### config.mk
export PLATFORM = sky130hd
export DESIGN_NAME = mem_port_arbiter_flat
export DESIGN_NICKNAME = d
export VERILOG_FILES = /design/src/rtl/mem_port_arbiter_pkg.sv /design/src/rtl/mem_port_arbiter_if.sv /design/src/rtl/mem_port_arbiter_arb_rr2.sv /design/src/rtl/mem_port_arbiter.sv /design/src/flat_wrapper.sv
export SDC_FILE = /design/constraint.sdc
export NUM_CORES = 1
export LEC_CHECK = 0
export BUFFER_PORTS_ARGS = -buffer_cell sky130_fd_sc_hd__buf_2
export CAP_MARGIN = 10
export CORE_ASPECT_RATIO = 0.6
export CORE_MARGIN = 2
export CORE_UTILIZATION = 42
export CTS_CLUSTER_SIZE = 8
export DETAILED_ROUTE_END_ITERATION = 16
export PLACE_DENSITY_LB_ADDON = 0.25
export SETUP_SLACK_MARGIN = 0.1
export SYNTH_ARGS = -nofsm -noshare
export SYNTH_HDL_FRONTEND = slang
export SYNTH_SLANG_ARGS = --single-unit
### constraint.sdc
create_clock -name clk -period 3.96 [get_ports clk]
set_input_delay 0.198 -clock clk [delete_from_list [all_inputs] [get_ports clk]]
set_output_delay 0.198 -clock clk [all_outputs]
set_load 0.05 [all_outputs]
### src/rtl/mem_port_arbiter_pkg.sv
// Shared types for the memory-port arbiter: FSM state encodings and requester identifiers.
package mem_port_arbiter_pkg;

    typedef enum logic [1:0] {
        ARB_IDLE = 2'd0,
        ARB_BUSY = 2'd1,
        ARB_RESP = 2'd2
    } arb_state_t;

    typedef enum logic {
        OWNER_IF = 1'b0,
        OWNER_LS = 1'b1
    } owner_t;

    localparam int TIMER_W = 8;

endpackage

### src/rtl/mem_port_arbiter_if.sv
// Bundle of fetch, load/store and memory-bus signals around the arbiter.
// bus_err exists only when MEM_ARB_TIMEOUT_EN is defined.
interface mem_port_arbiter_if #(
    parameter int ADDR_W = 32,
    parameter int DATA_W = 32
);
    localparam int BE_W = DATA_W / 8;

    logic              if_req;
    logic [ADDR_W-1:0] if_addr;
    logic              if_gnt;
    logic              if_rvalid;
    logic [DATA_W-1:0] if_rdata;

    logic              ls_req;
    logic              ls_we;
    logic [BE_W-1:0]   ls_be;
    logic [ADDR_W-1:0] ls_addr;
    logic [DATA_W-1:0] ls_wdata;
    logic              ls_gnt;
    logic              ls_rvalid;
    logic [DATA_W-1:0] ls_rdata;

    logic              mem_req;
    logic              mem_we;
    logic [BE_W-1:0]   mem_be;
    logic [ADDR_W-1:0] mem_addr;
    logic [DATA_W-1:0] mem_wdata;
    logic              mem_ready;
    logic [DATA_W-1:0] mem_rdata;

    logic              core_stall;

`ifdef MEM_ARB_TIMEOUT_EN
    logic              bus_err;

    // master: the arbiter itself; slave: the requesters and memory around it
    modport master (
        input  if_req, if_addr, ls_req, ls_we, ls_be, ls_addr, ls_wdata, mem_ready, mem_rdata,
        output if_gnt, if_rvalid, if_rdata, ls_gnt, ls_rvalid, ls_rdata,
        output mem_req, mem_we, mem_be, mem_addr, mem_wdata, core_stall, bus_err
    );
    modport slave (
        output if_req, if_addr, ls_req, ls_we, ls_be, ls_addr, ls_wdata, mem_ready, mem_rdata,
        input  if_gnt, if_rvalid, if_rdata, ls_gnt, ls_rvalid, ls_rdata,
        input  mem_req, mem_we, mem_be, mem_addr, mem_wdata, core_stall, bus_err
    );
`else
    modport master (
        input  if_req, if_addr, ls_req, ls_we, ls_be, ls_addr, ls_wdata, mem_ready, mem_rdata,
        output if_gnt, if_rvalid, if_rdata, ls_gnt, ls_rvalid, ls_rdata,
        output mem_req, mem_we, mem_be, mem_addr, mem_wdata, core_stall
    );
    modport slave (
        output if_req, if_addr, ls_req, ls_we, ls_be, ls_addr, ls_wdata, mem_ready, mem_rdata,
        input  if_gnt, if_rvalid, if_rdata, ls_gnt, ls_rvalid, ls_rdata,
        input  mem_req, mem_we, mem_be, mem_addr, mem_wdata, core_stall
    );
`endif

endinterface

### src/rtl/mem_port_arbiter_arb_rr2.sv
// Two-way round-robin picker: on a tie the requester not granted last wins.
// Bit 0 is fetch, bit 1 is load/store.
module arb_rr2
    import mem_port_arbiter_pkg::*;
(
    input  logic [1:0] req,
    input  owner_t     last_gnt,
    output logic [1:0] gnt
);

    always_comb begin
        gnt = req;
        if (req == 2'b11) begin
            gnt = (last_gnt == OWNER_LS) ? 2'b01 : 2'b10;
        end
    end

endmodule

### src/rtl/mem_port_arbiter.sv
// Shares one memory port between fetch and load/store, one transaction at a time.
// Optional BUSY timeout with bus_err when MEM_ARB_TIMEOUT_EN is defined.
//
// state    | meaning
// ARB_IDLE | no access outstanding; grant a requester combinationally
// ARB_BUSY | mem_req high, waiting for mem_ready (or timeout)
// ARB_RESP | owner's rvalid/rdata presented for one cycle
module mem_port_arbiter
    import mem_port_arbiter_pkg::*;
#(
    parameter int ADDR_W = 32,
    parameter int DATA_W = 32
`ifdef MEM_ARB_TIMEOUT_EN
    ,
    parameter int TIMEOUT = 255
`endif
) (
    input logic                clk,
    input logic                rst,
    mem_port_arbiter_if.master bus
);

    localparam int BE_W = DATA_W / 8;

    arb_state_t        state;
    owner_t            owner;
    owner_t            last_gnt;
    logic [1:0]        req_vec;
    logic [1:0]        pick;
    logic              pick_ls;
    logic [ADDR_W-1:0] addr_sel;
    logic              we_sel;
    logic [BE_W-1:0]   be_sel;
    logic [DATA_W-1:0] wdata_sel;
    logic [DATA_W-1:0] resp_data;

`ifdef MEM_ARB_TIMEOUT_EN
    localparam logic [TIMER_W-1:0] TIMER_LAST = TIMER_W'(TIMEOUT - 1);
    logic [TIMER_W-1:0] timer;
`endif

    assign req_vec = {bus.ls_req, bus.if_req};

    arb_rr2 u_arb_rr2 (
        .req      (req_vec),
        .last_gnt (last_gnt),
        .gnt      (pick)
    );

    assign pick_ls    = pick[1];
    assign bus.if_gnt = (state == ARB_IDLE) & pick[0];
    assign bus.ls_gnt = (state == ARB_IDLE) & pick[1];

    // Fetches are always full-width reads with no write data
    assign addr_sel  = pick_ls ? bus.ls_addr  : bus.if_addr;
    assign we_sel    = pick_ls & bus.ls_we;
    assign be_sel    = pick_ls ? bus.ls_be    : {BE_W{1'b1}};
    assign wdata_sel = pick_ls ? bus.ls_wdata : '0;

    assign resp_data = bus.mem_we ? '0 : bus.mem_rdata;

    assign bus.core_stall = (bus.if_req & ~bus.if_rvalid) | (bus.ls_req & ~bus.ls_rvalid);

    always_ff @(posedge clk or posedge rst) begin
        if (rst) begin
            state         <= ARB_IDLE;
            owner         <= OWNER_IF;
            last_gnt      <= OWNER_IF;
            bus.mem_req   <= 1'b0;
            bus.mem_we    <= 1'b0;
            bus.mem_be    <= '0;
            bus.mem_addr  <= '0;
            bus.mem_wdata <= '0;
            bus.if_rvalid <= 1'b0;
            bus.if_rdata  <= '0;
            bus.ls_rvalid <= 1'b0;
            bus.ls_rdata  <= '0;
`ifdef MEM_ARB_TIMEOUT_EN
            timer         <= '0;
            bus.bus_err   <= 1'b0;
`endif
        end else begin
            case (state)
                ARB_IDLE: begin
                    if (|pick) begin
                        owner         <= owner_t'(pick_ls);
                        last_gnt      <= owner_t'(pick_ls);
                        bus.mem_req   <= 1'b1;
                        bus.mem_we    <= we_sel;
                        bus.mem_be    <= be_sel;
                        bus.mem_addr  <= addr_sel;
                        bus.mem_wdata <= wdata_sel;
`ifdef MEM_ARB_TIMEOUT_EN
                        timer         <= '0;
`endif
                        state         <= ARB_BUSY;
                    end
                end
                ARB_BUSY: begin
                    // mem_ready takes priority over an expiring timer
                    if (bus.mem_ready) begin
                        bus.mem_req <= 1'b0;
                        state       <= ARB_RESP;
                        if (owner == OWNER_LS) begin
                            bus.ls_rvalid <= 1'b1;
                            bus.ls_rdata  <= resp_data;
                        end else begin
                            bus.if_rvalid <= 1'b1;
                            bus.if_rdata  <= resp_data;
                        end
                    end
`ifdef MEM_ARB_TIMEOUT_EN
                    else if (timer == TIMER_LAST) begin
                        bus.mem_req <= 1'b0;
                        bus.bus_err <= 1'b1;
                        state       <= ARB_RESP;
                        if (owner == OWNER_LS) begin
                            bus.ls_rvalid <= 1'b1;
                        end else begin
                            bus.if_rvalid <= 1'b1;
                        end
                    end else begin
                        timer <= timer + 1'b1;
                    end
`endif
                end
                ARB_RESP: begin
                    bus.if_rvalid <= 1'b0;
                    bus.if_rdata  <= '0;
                    bus.ls_rvalid <= 1'b0;
                    bus.ls_rdata  <= '0;
`ifdef MEM_ARB_TIMEOUT_EN
                    bus.bus_err   <= 1'b0;
`endif
                    state         <= ARB_IDLE;
                end
                default: state <= ARB_IDLE;
            endcase
        end
    end

endmodule

### src/flat_wrapper.sv
// flat-port wrapper written by rule: the top's interface ports become plain ports
module mem_port_arbiter_flat import mem_port_arbiter_pkg::*;
#(
    parameter int ADDR_W = 32,
    parameter int DATA_W = 32

)
  (clk, rst, bus_if_req, bus_if_addr, bus_ls_req, bus_ls_we, bus_ls_be, bus_ls_addr, bus_ls_wdata, bus_mem_ready, bus_mem_rdata, bus_if_gnt, bus_if_rvalid, bus_if_rdata, bus_ls_gnt, bus_ls_rvalid, bus_ls_rdata, bus_mem_req, bus_mem_we, bus_mem_be, bus_mem_addr, bus_mem_wdata, bus_core_stall);
  mem_port_arbiter_if #(.ADDR_W(ADDR_W), .DATA_W(DATA_W)) bus_i ();
  input logic clk;
  input logic rst;
  input wire logic [$bits(bus_i.if_req)-1:0] bus_if_req;
  input wire logic [$bits(bus_i.if_addr)-1:0] bus_if_addr;
  input wire logic [$bits(bus_i.ls_req)-1:0] bus_ls_req;
  input wire logic [$bits(bus_i.ls_we)-1:0] bus_ls_we;
  input wire logic [$bits(bus_i.ls_be)-1:0] bus_ls_be;
  input wire logic [$bits(bus_i.ls_addr)-1:0] bus_ls_addr;
  input wire logic [$bits(bus_i.ls_wdata)-1:0] bus_ls_wdata;
  input wire logic [$bits(bus_i.mem_ready)-1:0] bus_mem_ready;
  input wire logic [$bits(bus_i.mem_rdata)-1:0] bus_mem_rdata;
  output wire logic [$bits(bus_i.if_gnt)-1:0] bus_if_gnt;
  output wire logic [$bits(bus_i.if_rvalid)-1:0] bus_if_rvalid;
  output wire logic [$bits(bus_i.if_rdata)-1:0] bus_if_rdata;
  output wire logic [$bits(bus_i.ls_gnt)-1:0] bus_ls_gnt;
  output wire logic [$bits(bus_i.ls_rvalid)-1:0] bus_ls_rvalid;
  output wire logic [$bits(bus_i.ls_rdata)-1:0] bus_ls_rdata;
  output wire logic [$bits(bus_i.mem_req)-1:0] bus_mem_req;
  output wire logic [$bits(bus_i.mem_we)-1:0] bus_mem_we;
  output wire logic [$bits(bus_i.mem_be)-1:0] bus_mem_be;
  output wire logic [$bits(bus_i.mem_addr)-1:0] bus_mem_addr;
  output wire logic [$bits(bus_i.mem_wdata)-1:0] bus_mem_wdata;
  output wire logic [$bits(bus_i.core_stall)-1:0] bus_core_stall;
  assign bus_i.if_req = bus_if_req;
  assign bus_i.if_addr = bus_if_addr;
  assign bus_i.ls_req = bus_ls_req;
  assign bus_i.ls_we = bus_ls_we;
  assign bus_i.ls_be = bus_ls_be;
  assign bus_i.ls_addr = bus_ls_addr;
  assign bus_i.ls_wdata = bus_ls_wdata;
  assign bus_i.mem_ready = bus_mem_ready;
  assign bus_i.mem_rdata = bus_mem_rdata;
  assign bus_if_gnt = bus_i.if_gnt;
  assign bus_if_rvalid = bus_i.if_rvalid;
  assign bus_if_rdata = bus_i.if_rdata;
  assign bus_ls_gnt = bus_i.ls_gnt;
  assign bus_ls_rvalid = bus_i.ls_rvalid;
  assign bus_ls_rdata = bus_i.ls_rdata;
  assign bus_mem_req = bus_i.mem_req;
  assign bus_mem_we = bus_i.mem_we;
  assign bus_mem_be = bus_i.mem_be;
  assign bus_mem_addr = bus_i.mem_addr;
  assign bus_mem_wdata = bus_i.mem_wdata;
  assign bus_core_stall = bus_i.core_stall;
  mem_port_arbiter #(.ADDR_W(ADDR_W), .DATA_W(DATA_W)) u_core (.clk(clk), .rst(rst), .bus(bus_i));
endmodule
==> metrics, run 1 <==
status=finished, violations left; failing checks=negative hold slack; post-route clock period utilization=65.46%; Clock Latency Late Sink=0.41 ns; Port Buffer Count=276; Post-DP Area=0.007212 sq mm; share of cells above drive strength 1=37.40%; floorplan die width=155.1 um; FFs w/ async S/R, synth=100.0%; DP HPWL=11,530 um; core area=0.01350 sq mm; RD Place Congestion=0.8145; WHS=-0.009431 ns; worst hold path class=input pin to asynchronous set/reset pin; first-pass detailed-route iteration total=5; GR Util All Layers=22.68%; max-cap viol count=0; Antenna diodes=0; WS Path Type=register to output pin; Worst Tran Pin Value=1.241 ns; via count=5,344; DIE HEIGHT=94.67 um; CP Max Fanout=35; CP endpoint kind=output pin; Critical Path RT=3.76 ns; FF-to-FF End=u_core.bus.if_rdata[22]$_DFFE_PP0P_; Final min period=2.592 ns; Inserted Clock Buffers=17; FMAX=0.3858 GHz; worst endpoint data arrival time=2.39 ns; RR Startpoint=u_core.state[1]$_DFFE_PP0P_; syn nets=712; Area Overhead vs Synth=38.83%; register area share after synthesis=60.45%; Post-synth EDFFs=0; DR WL/cell=16.33 um; Fillers=1,166; Final Hold Viols=6; Synth Warn #=0; Root Buffer=clkbuf_16; pin count of the biggest net entering global routing=140; synthesized flop and latch total=139; Primary FF master, synth=dfrtp_1; post-synth top area cell=dfrtp_1; Final setup viols=0; count leader, synth=nand2_1; Max-slew headroom=17.25%; Max Buffers Root-to-Sink=2; initial antenna violation count=0; top cells by count, synth=nand2_1 (165), dfrtp_1 (139), nand3_1 (35); number of nets still failing antenna checks after routing=0; first-pass GRT wire length=26,320 um; final wirelength=16,920 um; Ports=277; TNS Setup=0 ns; count of different cell masters after synthesis=30; vias in the first global route=5,341; postcts setup bufs=0; RSZ-0062 raised after global routing=no; Synth area leaders=dfrtp_1 (60%), nand2_1 (11%), a22o_1 (5.0%); final slew viol count=0; Post-CTS Resized=0; top-area cell type share of the netlist area=60.45%; Post-Syn Area=0.005754 sq mm; fin area=0.007989 sq mm; total gr overflow=0; Mapped Cells=574; CTS tree=done; Worst Skew=0.01530 ns; synthesized area per cell=10.02 sq um; drt via density=5.158; num rows=33; initial DRC count=385; die area=0.01468 sq mm; clk sinks=139; Post-route DRC=0; Final nets=986; R2R depth=2; critical path launch point type=register; Starting Density=42.62%; # H-tree levels=4; Reg clk slew, reported paths=0.07 ns; Worst R2R Setup Slack=1.96 ns
-- what timing repair did --
action                                  4_1_cts  5_1_grt
hold endpoints to repair                     18        1
endpoints found under the setup margin        0        0
hold buffers                                 18        1
-- layout make-up --
| class | instances | area [sq um] | share of cell area, % |
|---|---|---|---|
| sequential | 139 | 3478 | 43.54 |
| multi-input combinational | 382 | 2042 | 25.56 |
| timing repair buffer | 302 | 1637 | 20.49 |
| clock buffer | 18 | 429.2 | 5.372 |
| tap | 175 | 219.0 | 2.741 |
| clock inverter | 14 | 157.7 | 1.973 |
| inverter | 6 | 26.28 | 0.3289 |
-- metrics by stage --
step / cells / util [%] / setup WS (ns) / hold slack [ns]
2_1_floorplan: 574 / - / 2.027 / 0.3057
3_3_place_gp: 985 / 53.41 / 1.889 / 0.4102
3_5_place_dp: 985 / 53.41 / 1.811 / 0.4140
4_1_cts: 1035 / 59.10 / 1.352 / 0.0005577
5_1_grt: 1036 / 59.17 / 1.202 / 0.001993
6_report: 1036 / 59.17 / 1.368 / -0.009431
-- critical path, stage by stage (launching register included) --
cell and delay, ns:
dfrtp_1 0.43, a21boi_2 0.14, buf_4 0.32, nand2_1 0.20
inv_2 0.49, buf_2 0.38
-- placed cells by master (no fill, tap or decap), types with 2 or more instances in the layout --
cell	n
a21o_1	2
a21oi_1	18
a221o_1	14
a22o_1	33
a31oi_1	18
and3_1	14
buf_2	276
buf_4	6
bufinv_16	2
clkbuf_16	17
clkinv_4	3
clkinvlp_4	4
dfrtp_1	139
dlygate4sd3_1	19
inv_1	4
inv_6	5
nand2_1	165
nand3_1	35
nor2b_1	32
o21ai_0	34
o22a_1	4
-- layer usage --
layer | global-route usage [%] | vias up | share of wire (%)
met5 | 0 | - | 0
met4 | 7.330 | 0 | 0.95
met3 | 6.104 | 15 | 7.3
met2 | 37.48 | 219 | 48
met1 | 29.43 | 2602 | 43
li1 | - | 2508 | -
-- state kept, by name (all words and copies together) (netlist names) --
name and count:
u_core.bus.ls_rdata 32, u_core.bus.if_rvalid 1, u_core.bus.mem_wdata 32, u_core.bus.mem_be 4
u_core.bus.mem_we 1, u_core.bus.if_rdata 32, u_core.bus.mem_req 1, u_core.bus.mem_addr 32
u_core.owner 1, u_core.state 2, u_core.bus.ls_rvalid 1
-- kinds of logic (layout without fill, tap and decap cells) --
family,after synthesis,in the layout,share of synthesized area (%)
AO/OA/AOI/OAI,126,126,15.22
AND/OR/NAND/NOR,256,256,20.16
flip-flops,139,139,60.45
buffers and inverters,53,340,4.175
-- worst max-delay path by stage --
stage / from / end / slack, ns / cells past startpoint
after floorplan: rst / u_core.bus.if_rdata[0]$_DFFE_PP0P_ / 2.03 / 1
after global placement: u_core.owner$_DFFE_PP0P_ / bus_ls_gnt / 1.89 / 5
after detailed placement: u_core.owner$_DFFE_PP0P_ / bus_ls_gnt / 1.81 / 5
after CTS: u_core.owner$_DFFE_PP0P_ / bus_ls_gnt / 1.35 / 5
after global routing: u_core.owner$_DFFE_PP0P_ / bus_ls_gnt / 1.20 / 5
final: u_core.owner$_DFFE_PP0P_ / bus_ls_gnt / 1.37 / 5
Power of run 1 is left out: the tool's default activity adds up to more than one toggle a clock period on the data nets, which glitch-free logic cannot reach.
==> inputs of run 2 (changes only) <==
- CORE_UTILIZATION: 42 -> 46
- clock period: 3.96 -> 2.6 ns (I/O delays scaled with it)
==> run 2 against run 1 <==
The flow now finishes without violations. Sequential cell count stayed put. Critical endpoint unchanged. Critical path depth down 1. First-iteration DRC count down 13%. Clock skew down 0.0059 ns.
==> metrics, run 2 (synthesized netlist as in run 1, its figures left out) <==
DIE HEIGHT=90.64 um (-4.3%); Inserted Clock Buffers=17 (unchanged); Final setup viols=0 (unchanged); Critical Path RT=2.47 ns (-1.29 ns); Leakage=4.615 nW; RSZ-0062 raised after global routing=no; CP endpoint kind=output pin; clk sinks=139 (unchanged); GR Util All Layers=27.97% (+5.3 points); Pwr Total=0.01377 W; Power Density=1580 mW/mm^2; status=complete, no violations; Antenna diodes=0 (unchanged); RD Place Congestion=0.8508 (+4.5%); post-route clock period utilization=87.14%; Final nets=1,057 (+7.2%); Reg area=0.003478 sq mm (unchanged); post-place setup slack=0.6158 ns (-1.195 ns); DR WL/cell=17.09 um (+4.6%); worst endpoint data arrival time=2.14 ns (-0.25 ns); # H-tree levels=4 (unchanged); Max Buffers Root-to-Sink=2 (unchanged); commonest non-fill, non-tap cells in the layout=buf_2 (276), nand2_1 (165), dfrtp_1 (139); initial antenna violation count=0 (unchanged); core area=0.01214 sq mm (-10%); TNS Setup=0 ns (unchanged); pin count of the biggest net entering global routing=140 (unchanged); number of nets still failing antenna checks after routing=0 (unchanged); VDD IR max=990.0 uV; total gr overflow=0 (unchanged); Final Hold Viols=0 (-6); FMAX=0.4414 GHz; Starting Density=47.40% (+4.8 points); final slew viol count=0 (unchanged); Area Overhead vs Synth=51.51%; Clock Latency Late Sink=0.41 ns (about the same); die area=0.01345 sq mm (-8.4%); WS Path Type=register to output pin; worst hold path class=input pin to register; vias in the first global route=5,906 (+11%); fin area=0.008718 sq mm (+9.1%); first-pass GRT wire length=29,660 um (+13%); via count=5,723 (+7.1%); floorplan die width=148.4 um (-4.3%); Port Buffer Count=276 (unchanged); critical path launch point type=register; Final WS setup=0.3343 ns (-1.033 ns); share of cells above drive strength 1=35.19% (-2.2 points); CP Max Fanout=19 (-46%); initial DRC count=334 (-13%); Worst Skew=0.009376 ns (-0.005929 ns); Post-route DRC=0 (unchanged); drt via density=5.217 (+1.1%); Root Buffer=clkbuf_16; Ports=277 (unchanged); Max-slew headroom=48.87% (+32 points); Worst Tran Pin Value=0.7669 ns (-0.4743 ns); Final min period=2.266 ns; WHS=0.02201 ns (+0.03144 ns); final wirelength=18,740 um (+11%); first-pass detailed-route iteration total=5 (unchanged); CTS tree=done; num rows=31 (-6.1%); Reg clk slew, reported paths=0.05 ns (-0.02 ns); Post-DP Area=0.007244 sq mm (+0.45%); max-cap viol count=0 (unchanged); Fillers=897 (-23%); most common cell after layout, fill and taps aside=buf_2; DP HPWL=11,930 um (+3.4%); Multi-input gate area=0.002042 sq mm (unchanged)
==> run 2: cell types whose count changed in the layout (fill, tap and decap cells not counted) <==
| cell | previous run | this run |
|---|---|---|
| bufinv_16 | 2 | 4 |
| clkinv_4 | 3 | 1 |
| dlygate4sd3_1 | 19 | 84 |
| clkbuf_8 | 0 | 1 |
| inv_6 | 5 | 3 |
| buf_4 | 6 | 12 |
| clkinvlp_4 | 4 | 5 |
==> run 2: worst max-delay path: stages (launching register included) <==
cell	delay [ns]
dfrtp_1	0.43
nor2_2	0.52
nand2_1	0.32
inv_2	0.17
buf_2	0.28
==> run 2: repair_timing <==
action | 4_1_cts | 5_1_grt
endpoints found under the hold margin | 162 | 0
buffers inserted | 0 | 0
resized for setup | 0 | 0
hold buffers | 84 | 0
endpoints found under the setup margin | 0 | 0
==> run 2: layer usage <==
| metal | vias up | GRT usage [%] | share of wire [%] |
|---|---|---|---|
| li1 | 2653 | - | - |
| met3 | 37 | 6.162 | 8.0 |
| met2 | 326 | 45.60 | 48 |
| met1 | 2707 | 37.19 | 41 |
| met4 | 0 | 9.921 | 2.2 |
| met5 | - | 0 | 0 |
==> run 2: layout make-up <==
class	count	share of cell area [%]
clock inverter	13	2.181
sequential	139	39.90
tap	165	2.368
multi-input combinational	382	23.42
inverter	6	0.3014
clock buffer	19	5.080
timing repair buffer	373	26.75
==> run 2: final timing paths <==
check / start / to / slack, ns / cells after the start
worst max-delay path: u_core.state[0]$_DFFE_PP0P_ / bus_ls_gnt / 0.33 / 4
worst min-delay path: bus_if_addr[6] / u_core.bus.mem_addr[6]$_DFFE_PP0P_ / 0.02 / 3
worst max register to register: u_core.state[0]$_DFFE_PP0P_ / u_core.bus.mem_wdata[2]$_DFFE_PP0P_ / 0.53 / 5
worst min register to register: u_core.bus.ls_rdata[14]$_DFFE_PP0P_ / u_core.bus.ls_rdata[14]$_DFFE_PP0P_ / 0.50 / 2
max in group asynchronous: rst / u_core.bus.mem_addr[0]$_DFFE_PP0P_ / 1.57 / 4
min in group asynchronous: rst / u_core.bus.ls_rdata[18]$_DFFE_PP0P_ / 0.51 / 4
==> run 2: through the flow <==
| stage | utilization (%) | std cells |
|---|---|---|
| 2_1_floorplan | - | 574 |
| 3_3_place_gp | 59.67 | 981 |
| 3_5_place_dp | 59.67 | 981 |
| 4_1_cts | 71.81 | 1097 |
| 5_1_grt | 71.81 | 1097 |
| 6_report | 71.81 | 1097 |
==> run 2: power by group <==
group,switching (W),internal [W]
Sequential,0.000678,0.00322
Clock,0.000966,0.00164
Combinational,0.00555,0.00172
Total,0.00719,0.00658
Note: power is estimated with default switching activity, not from simulation.
